`src/rtl/pseudo_spi_xfer_if.sv`:
```
// Bus bundle for the pseudo-SPI transfer engine: control, SRAM port and scan-chain pins.
// The slave modport is the engine side; the master modport is the controller/SRAM/chain side.
interface pseudo_spi_xfer_if #(
   parameter int unsigned DW   = 8,
   parameter int unsigned AW   = 10,
   parameter int unsigned LW   = 8,
   parameter int unsigned DIVW = 4
);
   logic            START;
   logic            MODE;
   logic            MSB_FIRST;
   logic [AW-1:0]   ADDR_BGN;
   logic [LW-1:0]   DATA_LEN;
   logic [DIVW-1:0] FREQ_DIV;
   logic [DW-1:0]   PI;
   logic            SPI_SI;
   logic            SCLK1;
   logic            SCLK2;
   logic            LAT;
   logic            SEL;
   logic            SPI_SO;
   logic [AW-1:0]   A;
   logic            CEN;
   logic            D_WE;
   logic [DW-1:0]   PO;
   logic            BUSY;
   logic            DONE;

   modport slave (
      input  START, MODE, MSB_FIRST, ADDR_BGN, DATA_LEN, FREQ_DIV, PI, SPI_SI,
      output SCLK1, SCLK2, LAT, SEL, SPI_SO, A, CEN, D_WE, PO, BUSY, DONE
   );

   modport master (
      output START, MODE, MSB_FIRST, ADDR_BGN, DATA_LEN, FREQ_DIV, PI, SPI_SI,
      input  SCLK1, SCLK2, LAT, SEL, SPI_SO, A, CEN, D_WE, PO, BUSY, DONE
   );
endinterface

```
`src/rtl/pseudo_spi_xfer.sv`:
```
// Pseudo-SPI engine moving DATA_LEN words between SRAM and an analog scan chain
// using two-phase non-overlapping clocks; every output is a registered copy of next state.
module pseudo_spi_xfer #(
   parameter int unsigned MEMORY_DATA_WIDTH = 8,
   parameter int unsigned MEMORY_ADDR_WIDTH = 10,
   parameter int unsigned RESERVED_DATA_LEN = 8,
   parameter int unsigned FREQ_DIV_WIDTH    = 4
) (
   input logic              CLK,
   input logic              BGN,
   pseudo_spi_xfer_if.slave bus
);
   localparam int unsigned DW   = MEMORY_DATA_WIDTH;
   localparam int unsigned AW   = MEMORY_ADDR_WIDTH;
   localparam int unsigned LW   = RESERVED_DATA_LEN;
   localparam int unsigned DIVW = FREQ_DIV_WIDTH;
   localparam int unsigned BW   = (DW > 1) ? $clog2(DW) : 1;

   typedef enum logic [2:0] {
      S_IDLE, S_SELP, S_RD_REQ, S_RD_CAP, S_SHIFT, S_WR, S_LATP, S_DONE
   } state_t;

   state_t          state, state_nx;
   logic            mode, mode_nx, msb, msb_nx;
   logic [DIVW-1:0] div, div_nx, pcnt, pcnt_nx;
   logic [1:0]      phase, phase_nx;
   logic [BW-1:0]   bcnt, bcnt_nx;
   logic [LW-1:0]   wcnt, wcnt_nx;
   logic [AW-1:0]   addr, addr_nx;
   logic [DW-1:0]   sreg, sreg_nx, po, po_nx;
   logic            sclk1, sclk1_nx, sclk2, sclk2_nx, lat, lat_nx, sel, sel_nx;
   logic            so, so_nx, cen, cen_nx, d_we, d_we_nx, busy, busy_nx, done, done_nx;
   logic            last_cyc;

   always_ff @(posedge CLK or negedge BGN) begin
      if (!BGN) begin
         state <= S_IDLE;
         mode  <= 1'b0;
         msb   <= 1'b0;
         div   <= '0;
         pcnt  <= '0;
         phase <= '0;
         bcnt  <= '0;
         wcnt  <= '0;
         addr  <= '0;
         sreg  <= '0;
         po    <= '0;
         sclk1 <= 1'b0;
         sclk2 <= 1'b0;
         lat   <= 1'b0;
         sel   <= 1'b0;
         so    <= 1'b0;
         cen   <= 1'b1;
         d_we  <= 1'b1;
         busy  <= 1'b0;
         done  <= 1'b0;
      end else begin
         state <= state_nx;
         mode  <= mode_nx;
         msb   <= msb_nx;
         div   <= div_nx;
         pcnt  <= pcnt_nx;
         phase <= phase_nx;
         bcnt  <= bcnt_nx;
         wcnt  <= wcnt_nx;
         addr  <= addr_nx;
         sreg  <= sreg_nx;
         po    <= po_nx;
         sclk1 <= sclk1_nx;
         sclk2 <= sclk2_nx;
         lat   <= lat_nx;
         sel   <= sel_nx;
         so    <= so_nx;
         cen   <= cen_nx;
         d_we  <= d_we_nx;
         busy  <= busy_nx;
         done  <= done_nx;
      end
   end

   always_comb begin
      state_nx = state;
      mode_nx  = mode;
      msb_nx   = msb;
      div_nx   = div;
      pcnt_nx  = pcnt;
      phase_nx = phase;
      bcnt_nx  = bcnt;
      wcnt_nx  = wcnt;
      addr_nx  = addr;
      sreg_nx  = sreg;
      last_cyc = (pcnt == div);

      case (state)
         S_IDLE, S_DONE: begin
            if (bus.START) begin
               mode_nx  = bus.MODE;
               msb_nx   = bus.MSB_FIRST;
               div_nx   = bus.FREQ_DIV;
               addr_nx  = bus.ADDR_BGN;
               wcnt_nx  = bus.DATA_LEN;
               pcnt_nx  = '0;
               phase_nx = '0;
               bcnt_nx  = '0;
               // An empty transfer borrows RD_CAP as its single busy cycle.
               if (bus.DATA_LEN == '0) state_nx = S_RD_CAP;
               else if (bus.MODE)      state_nx = S_SELP;
               else                    state_nx = S_RD_REQ;
            end
         end
         S_SELP: begin
            if (last_cyc) begin
               pcnt_nx  = '0;
               state_nx = S_SHIFT;
            end else begin
               pcnt_nx = pcnt + 1'b1;
            end
         end
         S_RD_REQ: state_nx = S_RD_CAP;
         S_RD_CAP: begin
            if (wcnt == '0) begin
               state_nx = S_DONE;
            end else begin
               sreg_nx  = bus.PI;
               state_nx = S_SHIFT;
            end
         end
         S_SHIFT: begin
            if (mode && phase == 2'd1 && last_cyc)
               sreg_nx = msb ? {sreg[DW-2:0], bus.SPI_SI} : {bus.SPI_SI, sreg[DW-1:1]};
            if (!last_cyc) begin
               pcnt_nx = pcnt + 1'b1;
            end else begin
               pcnt_nx  = '0;
               phase_nx = phase + 2'd1;
               if (phase == 2'd3) begin
                  if (!mode)
                     sreg_nx = msb ? {sreg[DW-2:0], 1'b0} : {1'b0, sreg[DW-1:1]};
                  if (bcnt == BW'(DW - 1)) begin
                     bcnt_nx = '0;
                     if (mode) begin
                        state_nx = S_WR;
                     end else begin
                        wcnt_nx = wcnt - 1'b1;
                        if (wcnt == LW'(1)) begin
                           state_nx = S_LATP;
                        end else begin
                           addr_nx  = addr + 1'b1;
                           state_nx = S_RD_REQ;
                        end
                     end
                  end else begin
                     bcnt_nx = bcnt + 1'b1;
                  end
               end
            end
         end
         S_WR: begin
            wcnt_nx  = wcnt - 1'b1;
            addr_nx  = addr + 1'b1;
            state_nx = (wcnt == LW'(1)) ? S_DONE : S_SHIFT;
         end
         S_LATP: begin
            if (last_cyc) begin
               pcnt_nx  = '0;
               state_nx = S_DONE;
            end else begin
               pcnt_nx = pcnt + 1'b1;
            end
         end
         default: state_nx = S_IDLE;
      endcase

      // Outputs follow the next state so they line up with it once registered.
      sclk1_nx = (state_nx == S_SHIFT) && (phase_nx == 2'd1);
      sclk2_nx = (state_nx == S_SHIFT) && (phase_nx == 2'd3);
      lat_nx   = (state_nx == S_LATP);
      sel_nx   = (state_nx == S_SELP);
      so_nx    = (state_nx == S_SHIFT) && !mode_nx && (msb_nx ? sreg_nx[DW-1] : sreg_nx[0]);
      cen_nx   = !((state_nx == S_RD_REQ) || (state_nx == S_WR));
      d_we_nx  = (state_nx != S_WR);
      po_nx    = (state_nx == S_WR) ? sreg_nx : po;
      busy_nx  = (state_nx != S_IDLE) && (state_nx != S_DONE);
      done_nx  = (state_nx == S_DONE);
   end

   assign bus.SCLK1  = sclk1;
   assign bus.SCLK2  = sclk2;
   assign bus.LAT    = lat;
   assign bus.SEL    = sel;
   assign bus.SPI_SO = so;
   assign bus.A      = addr;
   assign bus.CEN    = cen;
   assign bus.D_WE   = d_we;
   assign bus.PO     = po;
   assign bus.BUSY   = busy;
   assign bus.DONE   = done;
endmodule
```
`src/flat_wrapper.sv`:
```
// flat-port wrapper written by rule: the top's interface ports become plain ports
module pseudo_spi_xfer_flat 
#(
   parameter int unsigned MEMORY_DATA_WIDTH = 8,
   parameter int unsigned MEMORY_ADDR_WIDTH = 10,
   parameter int unsigned RESERVED_DATA_LEN = 8,
   parameter int unsigned FREQ_DIV_WIDTH    = 4
)
  (CLK, BGN, bus_START, bus_MODE, bus_MSB_FIRST, bus_ADDR_BGN, bus_DATA_LEN, bus_FREQ_DIV, bus_PI, bus_SPI_SI, bus_SCLK1, bus_SCLK2, bus_LAT, bus_SEL, bus_SPI_SO, bus_A, bus_CEN, bus_D_WE, bus_PO, bus_BUSY, bus_DONE);
  pseudo_spi_xfer_if bus_i ();
  input logic CLK;
  input logic BGN;
  input wire logic [$bits(bus_i.START)-1:0] bus_START;
  input wire logic [$bits(bus_i.MODE)-1:0] bus_MODE;
  input wire logic [$bits(bus_i.MSB_FIRST)-1:0] bus_MSB_FIRST;
  input wire logic [$bits(bus_i.ADDR_BGN)-1:0] bus_ADDR_BGN;
  input wire logic [$bits(bus_i.DATA_LEN)-1:0] bus_DATA_LEN;
  input wire logic [$bits(bus_i.FREQ_DIV)-1:0] bus_FREQ_DIV;
  input wire logic [$bits(bus_i.PI)-1:0] bus_PI;
  input wire logic [$bits(bus_i.SPI_SI)-1:0] bus_SPI_SI;
  output wire logic [$bits(bus_i.SCLK1)-1:0] bus_SCLK1;
  output wire logic [$bits(bus_i.SCLK2)-1:0] bus_SCLK2;
  output wire logic [$bits(bus_i.LAT)-1:0] bus_LAT;
  output wire logic [$bits(bus_i.SEL)-1:0] bus_SEL;
  output wire logic [$bits(bus_i.SPI_SO)-1:0] bus_SPI_SO;
  output wire logic [$bits(bus_i.A)-1:0] bus_A;
  output wire logic [$bits(bus_i.CEN)-1:0] bus_CEN;
  output wire logic [$bits(bus_i.D_WE)-1:0] bus_D_WE;
  output wire logic [$bits(bus_i.PO)-1:0] bus_PO;
  output wire logic [$bits(bus_i.BUSY)-1:0] bus_BUSY;
  output wire logic [$bits(bus_i.DONE)-1:0] bus_DONE;
  assign bus_i.START = bus_START;
  assign bus_i.MODE = bus_MODE;
  assign bus_i.MSB_FIRST = bus_MSB_FIRST;
  assign bus_i.ADDR_BGN = bus_ADDR_BGN;
  assign bus_i.DATA_LEN = bus_DATA_LEN;
  assign bus_i.FREQ_DIV = bus_FREQ_DIV;
  assign bus_i.PI = bus_PI;
  assign bus_i.SPI_SI = bus_SPI_SI;
  assign bus_SCLK1 = bus_i.SCLK1;
  assign bus_SCLK2 = bus_i.SCLK2;
  assign bus_LAT = bus_i.LAT;
  assign bus_SEL = bus_i.SEL;
  assign bus_SPI_SO = bus_i.SPI_SO;
  assign bus_A = bus_i.A;
  assign bus_CEN = bus_i.CEN;
  assign bus_D_WE = bus_i.D_WE;
  assign bus_PO = bus_i.PO;
  assign bus_BUSY = bus_i.BUSY;
  assign bus_DONE = bus_i.DONE;
  pseudo_spi_xfer #(.MEMORY_DATA_WIDTH(MEMORY_DATA_WIDTH), .MEMORY_ADDR_WIDTH(MEMORY_ADDR_WIDTH), .RESERVED_DATA_LEN(RESERVED_DATA_LEN), .FREQ_DIV_WIDTH(FREQ_DIV_WIDTH)) u_core (.CLK(CLK), .BGN(BGN), .bus(bus_i));
endmodule
```
`config.mk`:
```
export PLATFORM = sky130hd
export DESIGN_NAME = pseudo_spi_xfer_flat
export DESIGN_NICKNAME = d
export VERILOG_FILES = /design/src/rtl/pseudo_spi_xfer_if.sv /design/src/rtl/pseudo_spi_xfer.sv /design/src/flat_wrapper.sv
export SDC_FILE = /design/constraint.sdc
export NUM_CORES = 1
export LEC_CHECK = 0
export ABC_AREA = 1
export CORE_AREA = 3 3 90 92
export CTS_CLUSTER_DIAMETER = 40
export DETAILED_ROUTE_END_ITERATION = 12
export DIE_AREA = 0 0 93 95
export DONT_BUFFER_PORTS = 1
export SLEW_MARGIN = 20
export SYNTH_ARGS = -nofsm -noshare
export SYNTH_HDL_FRONTEND = slang
export SYNTH_SLANG_ARGS = --single-unit
```
`constraint.sdc`:
```
create_clock -name CLK -period 3.16 [get_ports CLK]
set_input_delay 0.316 -clock CLK [delete_from_list [all_inputs] [get_ports CLK]]
set_output_delay 0.316 -clock CLK [all_outputs]
set_load 0.02 [all_outputs]
```
==> results.json, run 1 <==
{
  "synth_area_leader_cell": "dfrtp_1",
  "reg2reg_from": "u_core.bcnt[0]",
  "antenna_cells": 0,
  "synth.top_cells.by_count": "nand2_1, dfrtp_1, inv_1, nor2_1, o21ai_0",
  "fp.dieArea_um2": 8840,
  "ant_nets": 0,
  "leakage_nw": 1.95,
  "cts_root_buf": "clkbuf_8",
  "avgSynthCellArea_um2": 7.71,
  "grt.overflow.total": 0,
  "ff2ff_setup_slack_ps": 1170,
  "die_w_um": 93,
  "hold_path.startpoint": "bus_FREQ_DIV[1]",
  "routedWlPerCell_um": 13.8,
  "ys_seq_area_share_pct": 41.6,
  "ys_types": 45,
  "post-route-period-util_pct": 63.0,
  "path_clk_slew_ps": 70,
  "setup_viol_count_final": 0,
  "crit_path_top_delay_cell": "dfrtp_1",
  "skew_ps": 6.71,
  "area_delta_synth_final_pct": 7.50,
  "critPathKind": "reg -> reg",
  "crit_required_ps": 3420,
  "synth_top_area_share_pct": 40.2,
  "fin_nets": 525,
  "place_congestion": 0.823,
  "peakVddDrop_mv": 0.831,
  "synth_most_common_cell": "nand2_1",
  "drive_gt1_share_pct": 15.5,
  "postPlaceCellArea_um2": 3730,
  "wl_um": 8080,
  "endpoint_kind": "register",
  "r2r_end": "u_core.bus.A[7]",
  "tns_ps": 0,
  "synthesis.area_um2": 3670,
  "die_y_um": 95,
  "numClockSinks": 61,
  "synth_fp_nets": 521,
  "post-route-util_pct": 54.1,
  "synth_top_flop_cell": "dfrtp_1",
  "worst-path-buf-inv": 2,
  "dpl_worst_slack_ps": 1180,
  "netlist_instances": 476,
  "h-tree-depth": 3,
  "grt_pass1_vias": 2927,
  "dp_hpwl_um": 6000,
  "grt_start_max_net_pins": 62,
  "post_drt_via_cell_ratio": 5.15,
  "min_to": "u_core.div[1]",
  "slew_headroom_pct": 66.9,
  "hold_viol": 0,
  "grt_usage_pct": 20.0,
  "dr.first_iter.drc_count": 126,
  "cp_max_fo": 13,
  "hold_path_depth": 2,
  "synth_edf_count": 0,
  "io_pins": 63,
  "slew_violations": 0,
  "hp-class": "in -> reg",
  "status": "finished clean",
  "synth_seq_cells": 61,
  "yosysWarnings": 0,
  "r2r_cells": 10,
  "slowest_delay_ps": 380,
  "grt_setup_unrepaired": "false",
  "coreArea_um2": 7290,
  "whs_ps": 98.1,
  "synthArstFlopShare_pct": 100,
  "drc": 0,
  "cp.arrival_ps": 2250,
  "worst_slack_ps": 1170,
  "final_area_um2": 3950,
  "port_buffers": 0,
  "worst_slew_pin_slew_ps": 495,
  "vias": 3007,
  "rows": 31,
  "crit_family": "compound AO/OA/AOI/OAI gates",
  "numCtsBuffers": 9,
  "cts_tree": "done",
  "grt_pass1_wl_um": 13800,
  "startpoint_type": "register",
  "path_cells": "ha_1, ha_1, inv_1, nor2_4, o21ai_0, a21oi_2, nand2_4, inv_4, o21ai_0, a22oi_1",
  "cap_violations": 0,
  "clockBufferDepth": 2,
  "synthTopCellsByArea": "dfrtp_1, nand2_1, inv_1, o21ai_0, nand3_1",
  "fmax_ghz": 0.502,
  "clock_latency_ps": 340,
  "finalCriticalPeriod_ps": 1990,
  "powerDensity_nw_per_um2": 1170,
  "drt_first_pass_iters": 4,
  "initial_core_util_pct": 50.3,
  "antenna_found_initial": 0
}
-- cell type report --
type,count,area (um2)
Tap cell,99,124
Inverter,64,250
Clock inverter,7,51.3
Sequential cell,61,1530
Fill cell,746,3350
Timing Repair Buffer,3,45.0
Multi-Input combinational cell,341,1820
Clock buffer,9,124
-- worst max path at each step --
stage / startpoint / end / slack, ps / cells after the start
after floorplan: u_core.phase[0] / u_core.bus.A[5] / 1460 / 12
after global placement: u_core.state[1] / u_core.bus.PO[6] / 1170 / 8
after detailed placement: u_core.bcnt[0] / u_core.bus.A[7] / 1180 / 10
after CTS: u_core.bcnt[0] / u_core.bus.A[7] / 1160 / 10
after global routing: u_core.state[1] / u_core.bus.PO[6] / 960 / 8
final: u_core.bcnt[0] / u_core.bus.A[7] / 1170 / 10
-- state kept, by name, summed over array words and instances (netlist names), 2 cells and up --
signal,cells
u_core.state,3
u_core.bus.PO,8
u_core.div,4
u_core.bcnt,3
u_core.phase,2
u_core.wcnt,8
u_core.pcnt,4
u_core.sreg,8
u_core.bus.A,10
-- where the power goes --
group	internal (W)	switching [W]
sequential	0.00114	0.000502
clock	0.000286	0.000332
combinational	0.000786	0.00157
total	0.00221	0.00240
-- per-layer routing --
layer | share of wire [%] | up-vias | track usage (%) | wire (um)
met4 | 1.2 | 0 | 7.20 | 97
li1 | - | 1544 | - | -
met1 | 46 | 1390 | 27.4 | 3730
met3 | 5.8 | 8 | 5.10 | 468
met5 | 0 | - | 0 | 0
met2 | 47 | 65 | 30.6 | 3780
-- kinds of logic (layout without fill, tap and decap cells) --
family | Yosys count | count (layout) | synth area share [%]
buf+inv | 74 | 83 | 8.69
fa+ha+maj | 9 | 9 | 3.07
xor+xnor | 4 | 4 | 0.955
compound gates | 79 | 79 | 13.4
simple gates | 247 | 247 | 31.7
mux | 2 | 2 | 0.545
flops | 61 | 61 | 41.6
-- repair_timing --
| item | 4_1_cts | 5_1_grt |
|---|---|---|
| buffers inserted | 0 | 0 |
| endpoints found under the hold margin | 61 | 0 |
| resized for setup | 0 | 0 |
| hold buffers | 2 | 0 |
-- layout by cell type (no fill, tap or decap), types with 2 or more instances in the layout --
cell	Yosys	layout
ha_1	9	9
nand4_1	5	5
xor2_1	2	2
nand2_1	135	135
nand3_1	32	32
inv_2	14	14
nor3_1	4	4
inv_6	1	2
dfstp_2	2	2
nand2_2	8	8
clkbuf_8	0	9
nor2_2	3	3
a21oi_2	2	2
nor2_1	40	40
o211ai_2	6	6
clkinv_2	0	2
o21ai_0	33	33
a31oi_1	4	4
a21oi_1	17	17
nand2_4	4	4
o32ai_1	2	2
inv_4	2	2
inv_1	47	47
mux2i_1	2	2
nor3_2	2	2
o21ai_1	7	7
xnor2_1	2	2
clkinv_4	0	2
dfrtp_1	59	59
nand3_2	3	3
nor2_4	4	4
a22oi_1	2	2
nand3b_1	2	2
clkinvlp_4	0	2
-- per-stage QoR --
| step | cells | total power (W) |
|---|---|---|
| 2_1_floorplan | 476 | 0.00357 |
| 3_3_place_gp | 566 | 0.00398 |
| 3_5_place_dp | 566 | 0.00401 |
| 4_1_cts | 584 | 0.00466 |
| 5_1_grt | 584 | 0.00509 |
| 6_report | 584 | 0.00462 |
Note: power is estimated with default switching activity, not from simulation.
==> inputs of run 2 (changes only) <==
==> constraint.sdc (replaced) <==
create_clock -name CLK -period 1.9 [get_ports CLK]
set_input_delay 0.19 -clock CLK [delete_from_list [all_inputs] [get_ports CLK]]
set_output_delay 0.19 -clock CLK [all_outputs]
set_load 0.02 [all_outputs]
==> results.json, run 2 (synthesis gave the netlist of run 1 again) <==
{
  "skew_ps": 7.94,
  "cap_violations": 0,
  "whs_ps": 18.9,
  "fin_nets": 564,
  "tns_ps": 0,
  "area_delta_synth_final_pct": 20.8,
  "cp_max_fo": 13,
  "cts_root_buf": "clkbuf_8",
  "hp-class": "in -> reg",
  "final_common_cell": "nand2_1",
  "slew_headroom_pct": 72.0,
  "slowest_delay_ps": 420,
  "grt.overflow.total": 0,
  "worst_slew_pin_slew_ps": 415,
  "grt_pass1_wl_um": 14200,
  "startpoint_type": "register",
  "clock_latency_ps": 340,
  "path_clk_slew_ps": 70,
  "drive_gt1_share_pct": 22.5,
  "coreArea_um2": 7290,
  "crit_required_ps": 2170,
  "path_cells": "inv_2, nand3_2, clkinv_2, nand2_1, nand2_1, inv_2, nand2_2, nand2_1, o21ai_1, nand2_1, nor2_1",
  "powerDensity_nw_per_um2": 1980,
  "peakVddDrop_mv": 1.01,
  "grt_start_max_net_pins": 62,
  "routedWlPerCell_um": 13.7,
  "cp.arrival_ps": 2050,
  "critPathKind": "reg -> reg",
  "grt_usage_pct": 20.4,
  "rows": 31,
  "postPlaceCellArea_um2": 3840,
  "slew_violations": 0,
  "numCtsBuffers": 9,
  "worst_slack_ps": 115,
  "die_y_um": 95,
  "fmax_ghz": 0.560,
  "wl_um": 8570,
  "hold_viol": 0,
  "drc": 0,
  "clockBufferDepth": 2,
  "finalCriticalPeriod_ps": 1790,
  "initial_core_util_pct": 50.3,
  "cts_tree": "done",
  "post_drt_via_cell_ratio": 5.18,
  "cpMostUsedCell": "nand2_1",
  "antenna_found_initial": 0,
  "antenna_cells": 0,
  "place_congestion": 0.869,
  "leakage_nw": 2.17,
  "status": "finished clean",
  "final_cell_mix": "nand2_1, dfrtp_1, inv_1",
  "h-tree-depth": 3,
  "grt_setup_unrepaired": "true",
  "endpoint_kind": "register",
  "io_pins": 63,
  "drt_first_pass_iters": 4,
  "dp_hpwl_um": 6180,
  "post-route-period-util_pct": 94.0,
  "vias": 3228,
  "largest_register_ffs": 10,
  "crit_path_top_delay_cell": "dfrtp_1",
  "grt_pass1_vias": 3062,
  "port_buffers": 0,
  "dr.first_iter.drc_count": 106,
  "fp.dieArea_um2": 8840,
  "setup_viol_count_final": 0,
  "die_w_um": 93,
  "numClockSinks": 61,
  "dpl_worst_slack_ps": -1.80,
  "ant_nets": 0,
  "final_area_um2": 4430
}
==> run 2: changes by cell type in the layout (fill, tap and decap cells not counted), sizes merged <==
cell,change
buf,+29
dlygate4sd3,+10
bufinv,+4
clkinv,-2
clkinvlp,-2
clkbuf,+1
inv,-1
==> run 2: worst max-delay path, delay by kind of cell, from the launching register on <==
family	cells	cell delay (ps)
compound gates	1	160
flops	1	420
simple gates	7	690
buf+inv	3	450
==> run 2: path summary, 6_finish.rpt <==
path | startpoint | to | slack [ps] | depth (start not counted)
setup reg to reg | u_core.state[0] | u_core.bus.SCLK1 | 110 | 11
min in group asynchronous | BGN | u_core.msb | 390 | 2
hold / removal | bus_ADDR_BGN[1] | u_core.bus.A[1] | 20 | 2
max in group asynchronous | BGN | u_core.bus.CEN | 1200 | 2
hold reg to reg | u_core.bcnt[1] | u_core.bcnt[1] | 520 | 2
setup / recovery | u_core.state[0] | u_core.bus.SCLK1 | 110 | 11
==> run 2: layer usage <==
metal  GRT usage, %  wire [um]  up-vias
li1               -          -     1634
met1           27.3       3810     1511
met2           32.6       4180       71
met3           5.90        465       12
met4           5.62        119        0
met5              0          0        -
==> run 2: where the power goes <==
| part | leakage, nW | switching (W) | total, W | internal, W |
|---|---|---|---|---|
| clock network | 0.131 | 0.000512 | 0.00152 | 0.00101 |
| registers | 0.747 | 0.000744 | 0.00265 | 0.00191 |
| logic | 1.29 | 0.00291 | 0.00462 | 0.00171 |
==> run 2: what timing repair did <==
action	4_1_cts	5_1_grt
hold buffers	11	1
hold endpoints to repair	70	1
setup endpoints to repair	1	25
setup buffers	0	15
pin swaps	0	11
gates resized for setup	1	26
==> run 2: cell type report <==
type	instances	area (um2)
fillers	689	2860
inverters	64	264
flip-flops and latches	61	1530
well taps	99	124
repair buffers	42	363
clock buffers	10	128
clock inverters	6	134
multi-input cells	341	1890
==> run 2: per-stage QoR <==
stage,total power (W),utilization (%),std cells
finish,0.00879,60.8,623
global route,0.00963,60.8,623
CTS,0.00848,58.1,607
detailed placement,0.00685,52.6,580
global placement,0.00680,52.6,580
floorplan,0.00593,-,476
==> inputs of run 3 (changes only) <==
--- a/config.mk
+++ b/config.mk
@@ -6,11 +6,12 @@
 export NUM_CORES = 1
 export LEC_CHECK = 0
 export ABC_AREA = 1
-export CORE_AREA = 3 3 90 92
+export CORE_AREA = 2 2 89 91
 export CTS_CLUSTER_DIAMETER = 40
 export DETAILED_ROUTE_END_ITERATION = 12
-export DIE_AREA = 0 0 93 95
+export DIE_AREA = 0 0 91 93
 export DONT_BUFFER_PORTS = 1
+export PLACE_DENSITY = 0.71
 export SLEW_MARGIN = 20
 export SYNTH_ARGS = -nofsm -noshare
 export SYNTH_HDL_FRONTEND = slang
==> results.json, run 3 (synthesis gave the netlist of run 1 again) <==
{
  "grt_usage_pct": 20.3,
  "io_pins": 63,
  "numClockSinks": 61,
  "final_cell_mix": "nand2_1, dfrtp_1, inv_1",
  "p_switching_w": 0.00408,
  "clock_latency_ps": 340,
  "place_congestion": 0.883,
  "crit_family": "flip-flops",
  "port_buffers": 0,
  "routedWlPerCell_um": 13.7,
  "seqPwrFrac_pct": 32.4,
  "coreArea_um2": 7530,
  "critPathKind": "reg -> reg",
  "slew_violations": 0,
  "dr.first_iter.drc_count": 154,
  "die_y_um": 93,
  "grt.busiest_layer": "met2",
  "initial_core_util_pct": 48.8,
  "swShare_pct": 49.6,
  "cap_violations": 0,
  "clockBufferDepth": 2,
  "cts_root_buf": "clkbuf_8",
  "powerDensity_nw_per_um2": 1930,
  "ant_nets": 0,
  "path_cells": "ha_4, inv_2, nor2_4, inv_2, nor2_4, o21ai_2, a21oi_2, nand2_4, inv_8, buf_6, a31oi_1",
  "grt.overflow.total": 0,
  "post_drt_via_cell_ratio": 5.26,
  "worst_slew_pin_slew_ps": 347,
  "finalPower_w": 0.00822,
  "hold_path_depth": 2,
  "largest_register_ffs": 10,
  "startpoint": "u_core.phase[0]",
  "die_w_um": 91,
  "grt_pass1_wl_um": 13800,
  "worst-path-buf-inv": 4,
  "path_depth": 11,
  "drive_gt1_share_pct": 19.2,
  "final_common_cell": "nand2_1",
  "area_delta_synth_final_pct": 16.0,
  "met1_usage_pct": 23.7,
  "grt_pass1_vias": 3147,
  "intPower_w": 0.00415,
  "dp_hpwl_um": 5980,
  "post-route-period-util_pct": 94.4,
  "cp_max_fo": 8,
  "cp.arrival_ps": 2020,
  "power_frac_clock_pct": 14.3,
  "vias": 3222,
  "power_frac_comb_pct": 53.3,
  "setup_viol_count_final": 0,
  "post-route-util_pct": 56.6,
  "path_clk_slew_ps": 70,
  "ff2ff_setup_slack_ps": 110,
  "finalCriticalPeriod_ps": 1790,
  "fp.dieArea_um2": 8460,
  "rows": 32,
  "grt_setup_unrepaired": "true",
  "hold_path.startpoint": "bus_PI[3]",
  "skew_ps": 12.1,
  "hp-class": "in -> reg",
  "cts_tree": "done",
  "leakage_nw": 2.07,
  "min_to": "u_core.sreg[3]",
  "antenna_found_initial": 0,
  "startpoint_type": "register",
  "peakVddDrop_mv": 0.980,
  "r2r_cells": 11,
  "r2r_end": "u_core.bus.A[1]",
  "fmax_ghz": 0.558,
  "drc": 0,
  "crit_path_top_delay_cell": "dfrtp_1",
  "numCtsBuffers": 9,
  "wl_um": 8380,
  "met2_usage_pct": 35.9,
  "grtUsageMet3_pct": 5.40,
  "crit_required_ps": 2120,
  "status": "finished clean",
  "drt_first_pass_iters": 4,
  "grt_start_max_net_pins": 62,
  "fin_nets": 550,
  "slew_headroom_pct": 76.6,
  "endpoint_kind": "register",
  "hold_viol": 0,
  "antenna_cells": 0,
  "reg2reg_from": "u_core.phase[0]",
  "slowest_delay_ps": 430,
  "h-tree-depth": 3
}
[run 3: cell count changes in the layout (fill, tap and decap cells not counted), sizes merged]
cell	delta
clkinvlp	+2
clkbuf	+3
buf	-14
bufinv	-3
clkinv	-2
[run 3: worst register-to-register path, delay by kind of cell (launching register included)]
| kind | cells | cell delay (ps) |
|---|---|---|
| DFF | 1 | 430 |
| buffers and inverters | 4 | 330 |
| adders and majority gates | 1 | 170 |
| and+or+nand+nor | 3 | 420 |
| AOI/OAI and AO/OA | 3 | 330 |
[run 3: repair_timing]
action | in CTS | in global routing
resized for setup | 3 | 20
hold buffers | 12 | 0
hold endpoints to repair | 71 | 0
pin swaps | 0 | 7
setup endpoints to repair | 5 | 23
buffers inserted | 0 | 5
[run 3: per-layer routing]
metal | vias to the layer above | wire, um | part of all wire (%)
met2 | 82 | 4130 | 49
met1 | 1528 | 3630 | 43
li1 | 1599 | - | -
met4 | 0 | 136 | 1.6
met5 | - | 0 | 0
met3 | 13 | 492 | 5.9
[run 3: metrics by stage]
| stage | std cells | setup TNS (ps) | worst slack (ps) | instance area [um2] | hold slack, ps |
|---|---|---|---|---|---|
| CTS | 607 | 0 | 12.3 | 4160 | 5.35 |
| detailed placement | 579 | -14.4 | -9.84 | 3810 | -102 |
| global placement | 579 | 0 | 88.8 | 3810 | -102 |
| global route | 612 | -8.81 | -8.69 | 4260 | 14.9 |
| finish | 612 | 0 | 106 | 4260 | 12.8 |
| floorplan | 476 | 0 | 200 | 3670 | -106 |
[run 3: how the worst max path moves through the flow]
| stage | end |
|---|---|
| final | u_core.bus.A[1] |
| after global routing | u_core.bus.A[9] |
| after CTS | u_core.bus.A[7] |
| after detailed placement | u_core.bus.SCLK2 |
| after global placement | u_core.bus.A[7] |
| after floorplan | u_core.bus.A[5] |
[run 3: power by group through the flow]
stage | sequential (W) | clock [W] | combinational, W
2_1_floorplan | 0.00257 | 0 | 0.00336
3_3_place_gp | 0.00265 | 0 | 0.00400
3_5_place_dp | 0.00266 | 0 | 0.00409
4_1_cts | 0.00265 | 0.00121 | 0.00417
5_1_grt | 0.00274 | 0.00127 | 0.00496
6_report | 0.00266 | 0.00118 | 0.00438
[run 3: layout make-up]
type	count	area [um2]
Clock buffer	13	159
Inverter	64	260
Fill cell	716	3270
Clock inverter	3	45.0
Timing Repair Buffer	28	262
Tap cell	102	128
Sequential cell	61	1530
Multi-Input combinational cell	341	1870
